### src/rtl/scale_row_sched.sv
// Per-frame row sequencer for the vertical scaler: steps dst_row through the frame,
// handshaking the line-RAM loader and the interpolation calculator for each row.
module scale_row_sched #(
    parameter int ROW_W   = 11,
    parameter int MUL_LAT = 1,
    parameter int TIMEOUT = 65535
) (
    input  logic             clk,
    input  logic             rst,
    input  logic             frame_start,
    input  logic [ROW_W-1:0] cfg_dst_rows,
    output logic [ROW_W-1:0] dst_row,
    output logic             wr_req,
    input  logic             tran_done,
    input  logic             out_rdy,
    output logic             calc_start,
    input  logic             calc_done,
    output logic             busy,
    output logic             frame_done,
    output logic             err_timeout
);

    typedef enum logic [2:0] {
        IDLE, SETTLE, LOAD, WAIT_OUT, CALC_GO, CALC, NEXT, DONE
    } state_t;

    localparam int               SETTLE_W    = (MUL_LAT < 1) ? 1 : $clog2(MUL_LAT + 1);
    localparam logic [SETTLE_W-1:0] SETTLE_LAST = SETTLE_W'(MUL_LAT);
    // The counter reads n-1 in the n-th cycle of LOAD/CALC, so expiry is flagged
    // in the cycle where the incremented count would reach TIMEOUT-1.
    localparam logic [15:0]      WD_LAST     = 16'(TIMEOUT - 2);

    state_t              state;
    state_t              state_nxt;
    logic [ROW_W-1:0]    rows;
    logic [15:0]         wd_cnt;
    logic [SETTLE_W-1:0] settle_cnt;
    logic                last_row;
    logic                wd_expire;
    logic                timeout_hit;
    logic                frame_accept;

    assign last_row     = (dst_row == rows - ROW_W'(1));
    assign wd_expire    = (wd_cnt == WD_LAST);
    assign frame_accept = (state == IDLE) && frame_start;

    always_ff @(posedge clk) begin
        if (rst) begin
            state <= IDLE;
        end else begin
            state <= state_nxt;
        end
    end

    always_comb begin
        state_nxt   = state;
        timeout_hit = 1'b0;
        case (state)
            IDLE: begin
                if (frame_start) begin
                    state_nxt = (cfg_dst_rows == '0) ? DONE : SETTLE;
                end
            end
            SETTLE: begin
                if (settle_cnt == SETTLE_LAST) begin
                    state_nxt = LOAD;
                end
            end
            LOAD: begin
                // A handshake arriving in the expiry cycle still counts as success.
                if (tran_done) begin
                    state_nxt = WAIT_OUT;
                end else if (wd_expire) begin
                    state_nxt   = IDLE;
                    timeout_hit = 1'b1;
                end
            end
            WAIT_OUT: begin
                if (out_rdy) begin
                    state_nxt = CALC_GO;
                end
            end
            CALC_GO: state_nxt = CALC;
            CALC: begin
                if (calc_done) begin
                    state_nxt = NEXT;
                end else if (wd_expire) begin
                    state_nxt   = IDLE;
                    timeout_hit = 1'b1;
                end
            end
            NEXT:    state_nxt = last_row ? DONE : SETTLE;
            DONE:    state_nxt = IDLE;
            default: state_nxt = IDLE;
        endcase
    end

    // Outputs are registered from the next state so they line up with the state they belong to.
    always_ff @(posedge clk) begin
        if (rst) begin
            dst_row     <= '0;
            rows        <= '0;
            wr_req      <= 1'b0;
            calc_start  <= 1'b0;
            busy        <= 1'b0;
            frame_done  <= 1'b0;
            err_timeout <= 1'b0;
            wd_cnt      <= '0;
            settle_cnt  <= '0;
        end else begin
            wr_req     <= (state_nxt == LOAD);
            calc_start <= (state_nxt == CALC_GO);
            busy       <= (state_nxt != IDLE);
            frame_done <= (state_nxt == DONE);

            if (frame_accept) begin
                rows        <= cfg_dst_rows;
                dst_row     <= '0;
                err_timeout <= 1'b0;
            end else if (state == NEXT && !last_row) begin
                dst_row <= dst_row + ROW_W'(1);
            end

            if (timeout_hit) begin
                err_timeout <= 1'b1;
            end

            if (state_nxt != state) begin
                wd_cnt <= '0;
            end else if (state == LOAD || state == CALC) begin
                wd_cnt <= wd_cnt + 16'd1;
            end

            if (state_nxt != state) begin
                settle_cnt <= '0;
            end else if (state == SETTLE) begin
                settle_cnt <= settle_cnt + SETTLE_W'(1);
            end
        end
    end

endmodule

### config.mk
export PLATFORM = sky130hd
export DESIGN_NAME = scale_row_sched
export DESIGN_NICKNAME = d
export VERILOG_FILES = /design/src/rtl/scale_row_sched.sv
export SDC_FILE = /design/constraint.sdc
export NUM_CORES = 1
export LEC_CHECK = 0
export BUFFER_PORTS_ARGS = -buffer_cell sky130_fd_sc_hd__buf_2
export CAP_MARGIN = 20
export CORE_AREA = 2 2 66 80
export DETAILED_ROUTE_END_ITERATION = 10
export DIE_AREA = 0 0 68 82
export GPL_TIMING_DRIVEN = 0
export MAX_ROUTING_LAYER = met4
export PLACE_DENSITY = 0.78
export SYNTH_ARGS = -nofsm -noshare
export SYNTH_HDL_FRONTEND = slang
export SYNTH_SLANG_ARGS = --single-unit
### constraint.sdc
create_clock -name clk -period 3.1 [get_ports clk]
set_input_delay 0.62 -clock clk [delete_from_list [all_inputs] [get_ports clk]]
set_output_delay 0.62 -clock clk [all_outputs]
set_load 0.02 [all_outputs]
==> metrics <==
area delta synth->final=13.1%; clk buf depth=2; routability cong.=0.927; Setup crit end kind=flip-flop; Final setup viols=0; vias in the first global route=roughly 2.4k; Vias=2496; Detailed Route WL=approximately 6100 microns; final hold viol count=0; Port Buffers=32; postcts setup bufs=0; Slew Viols, Final=0; fin crit period=2.81 ns; n_diodes=0; initial antenna violation count=0; crit path from=rows[0]; I/O pins=33; Worst-path clk slew=roughly 0.09 ns; Die Height=slightly above 80 microns; Final Core Density=a little over three fifths; GRT overflow=0; Setup crit start kind=flip-flop; Final Cycle Share=approximately nine tenths; CP max-delay cell=or3_1; Static Leak=about 1.2 nW; worst min-delay path category=reg2reg; All-Layer GR Usage=24.9%; CTS Buf Count=5; CTS Hold Buffers Added=0; cell taking the most area after synthesis=dfxtp_1; pwr/cell area=around 580 nW/um^2; crit path max fanout=10; Critical Path Most Common Cell=buf_6; Max-slew headroom=between 40% and 50%; Arr. time, crit path=roughly 3 ns; die footprint=roughly 5600 sq um; Synth top cells by count=dfxtp_1 (47), nand2_1 (45), a21oi_1 (27); clock root buffer=clkbuf_8; # DRC=0; num rows=28; critical path type=reg2reg; CP Depth=12; Netlist Area Pre-Place=about 2700 sq um; worst skew pair latency=0.30 ns; hold path cells=2; fin nets=390; Final ANT Viol Nets=0; most used flip-flop cell after synthesis=dfxtp_1; EDFF count, synth=0; post-DP HPWL=4490 microns; CP top delay family=compound AO/OA/AOI/OAI gates; Placeable Area=4830 sq um; TritonCTS Sinks=47; post-synth top area share=between 30% and 40%; Seq/Total Area, Yosys=34.8%; worst path buffer plus inverter count=4; Vias/cell=~5.8; Synth area leaders=dfxtp_1 (35%), xor2_1 (6.5%), nand2_1 (6.3%), a21oi_1 (5.0%), nor3_1 (3.9%); reg2reg start=rows[0]; clock skew=0.00440 ns; Mapped Cells=330; H-tree Lvls=2; worst min-delay path startpoint=err_timeout; largest net degree at the start of global routing=15; post-cts sizing count=0; Syn Area/Cell=around 8.2 sq um; worst-case vdd ir drop=between 400 and 500 uV; Yosys Warn Count=0; setup TNS=0 ns; number of max-cap violations=0; Iteration-0 DRC Markers=between 100 and 150; Worst Tran Pin Value=a little under 0.8 ns; CP max stage delay=approximately 0.38 ns; Async SR Flop Fraction=0%; routed length per instance=14.2 microns; R2R cell count=12; final hold slack=about 0.48 ns; FMAX=approximately 360 MHz; Worst Path Required=around 3.3 ns; CTS tree=yes; drt pass-1 iters=4; Initial Utilization=a little under three fifths; top-count cell post-synth=dfxtp_1; synthesized net count=approximately 350; status=complete, no violations; unique cell type count in the Yosys netlist=56; FF+latch count, synth=47; DIE WIDTH=68 microns; crit-path cells=buf_6 > inv_1 > ha_1 > buf_2 > o21ai_0 > or3_1 > o22a_1 > a22oi_1 > and3_4 > a211oi_2 > buf_6 > nor3_1; first-pass GRT wire length=~10000 microns; layout cell share with drive strength beyond 1=roughly 16%; unrepaired setup endpoints after global routing=false
[logic make-up after synthesis]
group           share of synthesized area (%)
simple gates                             29.3
compound gates                           17.4
flops                                    34.8
xor+xnor                                 9.91
buf+inv                                  5.97
fa+ha+maj                                1.85
mux                                     0.741
[cell usage in the layout (no fill, tap or decap), types with 6 or more instances in the layout]
cell type,instances
and3_1,6
nand2_1,45
inv_1,8
clkbuf_1,10
nor4_1,6
nor2_1,17
nand3_1,6
nor3_1,21
a21oi_1,27
nand4_1,12
o31ai_1,7
xor2_1,20
xnor2_1,8
o21ai_0,9
buf_6,6
dfxtp_1,47
clkbuf_8,6
buf_2,35
or3_1,8
[where the power goes]
| group | total (mW) | internal, mW | switching (mW) |
|---|---|---|---|
| clock | 0.471 | 0.261 | 0.210 |
| combinational | 0.619 | 0.244 | 0.375 |
| sequential | 0.693 | 0.650 | 0.0428 |
| total | 1.78 | 1.15 | 0.627 |
[stage by stage]
stage                     setup WS [ns]  std cells  cell area, sq um  power [mW]
after global routing              0.104        430              3060        1.89
after detailed placement          0.308        422              2940        1.32
after floorplan                   0.679        330              2700        1.18
final                             0.290        430              3060        1.78
after CTS                         0.286        430              3060        1.79
after global placement            0.335        422              2940        1.31
[registers in the layout, summed over array words and instances (netlist names)]
signal and flops:
busy 1, calc_start 1, dst_row 11, err_timeout 1
frame_done 1, rows 11, settle_cnt 1, state 3
wd_cnt 16, wr_req 1
[worst reg2reg max path: stages (launching register included)]
cell and delay [ns]:
dfxtp_1 0.32, buf_6 0.13, inv_1 0.05, ha_1 0.13
buf_2 0.21, o21ai_0 0.20, or3_1 0.38, o22a_1 0.21
a22oi_1 0.28, and3_4 0.25, a211oi_2 0.16, buf_6 0.21
nor3_1 0.21
[final timing paths]
check | to | slack [ns]
setup reg to reg | wd_cnt[11] | 0.29
hold reg to reg | err_timeout | 0.48
setup / recovery | wd_cnt[11] | 0.29
hold / removal | err_timeout | 0.48
[routing by layer]
metal  wire [microns]  vias up  global-route usage, %
met2             3200       37                   45.0
met3              169        8                   4.11
met1             2630     1185                   27.9
li1                 -     1266                      -
met4               95        0                   6.80
met5                0        -                      -
[area by class of cell]
class	instances	area, sq um
flip-flops and latches	47	941
inverters	8	30.0
fillers	448	1780
clock buffers	6	82.6
multi-input cells	254	1600
well taps	60	75.1
clock inverters	2	35.0
repair buffers	32	160
plain buffers	21	131
Note: power is estimated with default switching activity, not from simulation.
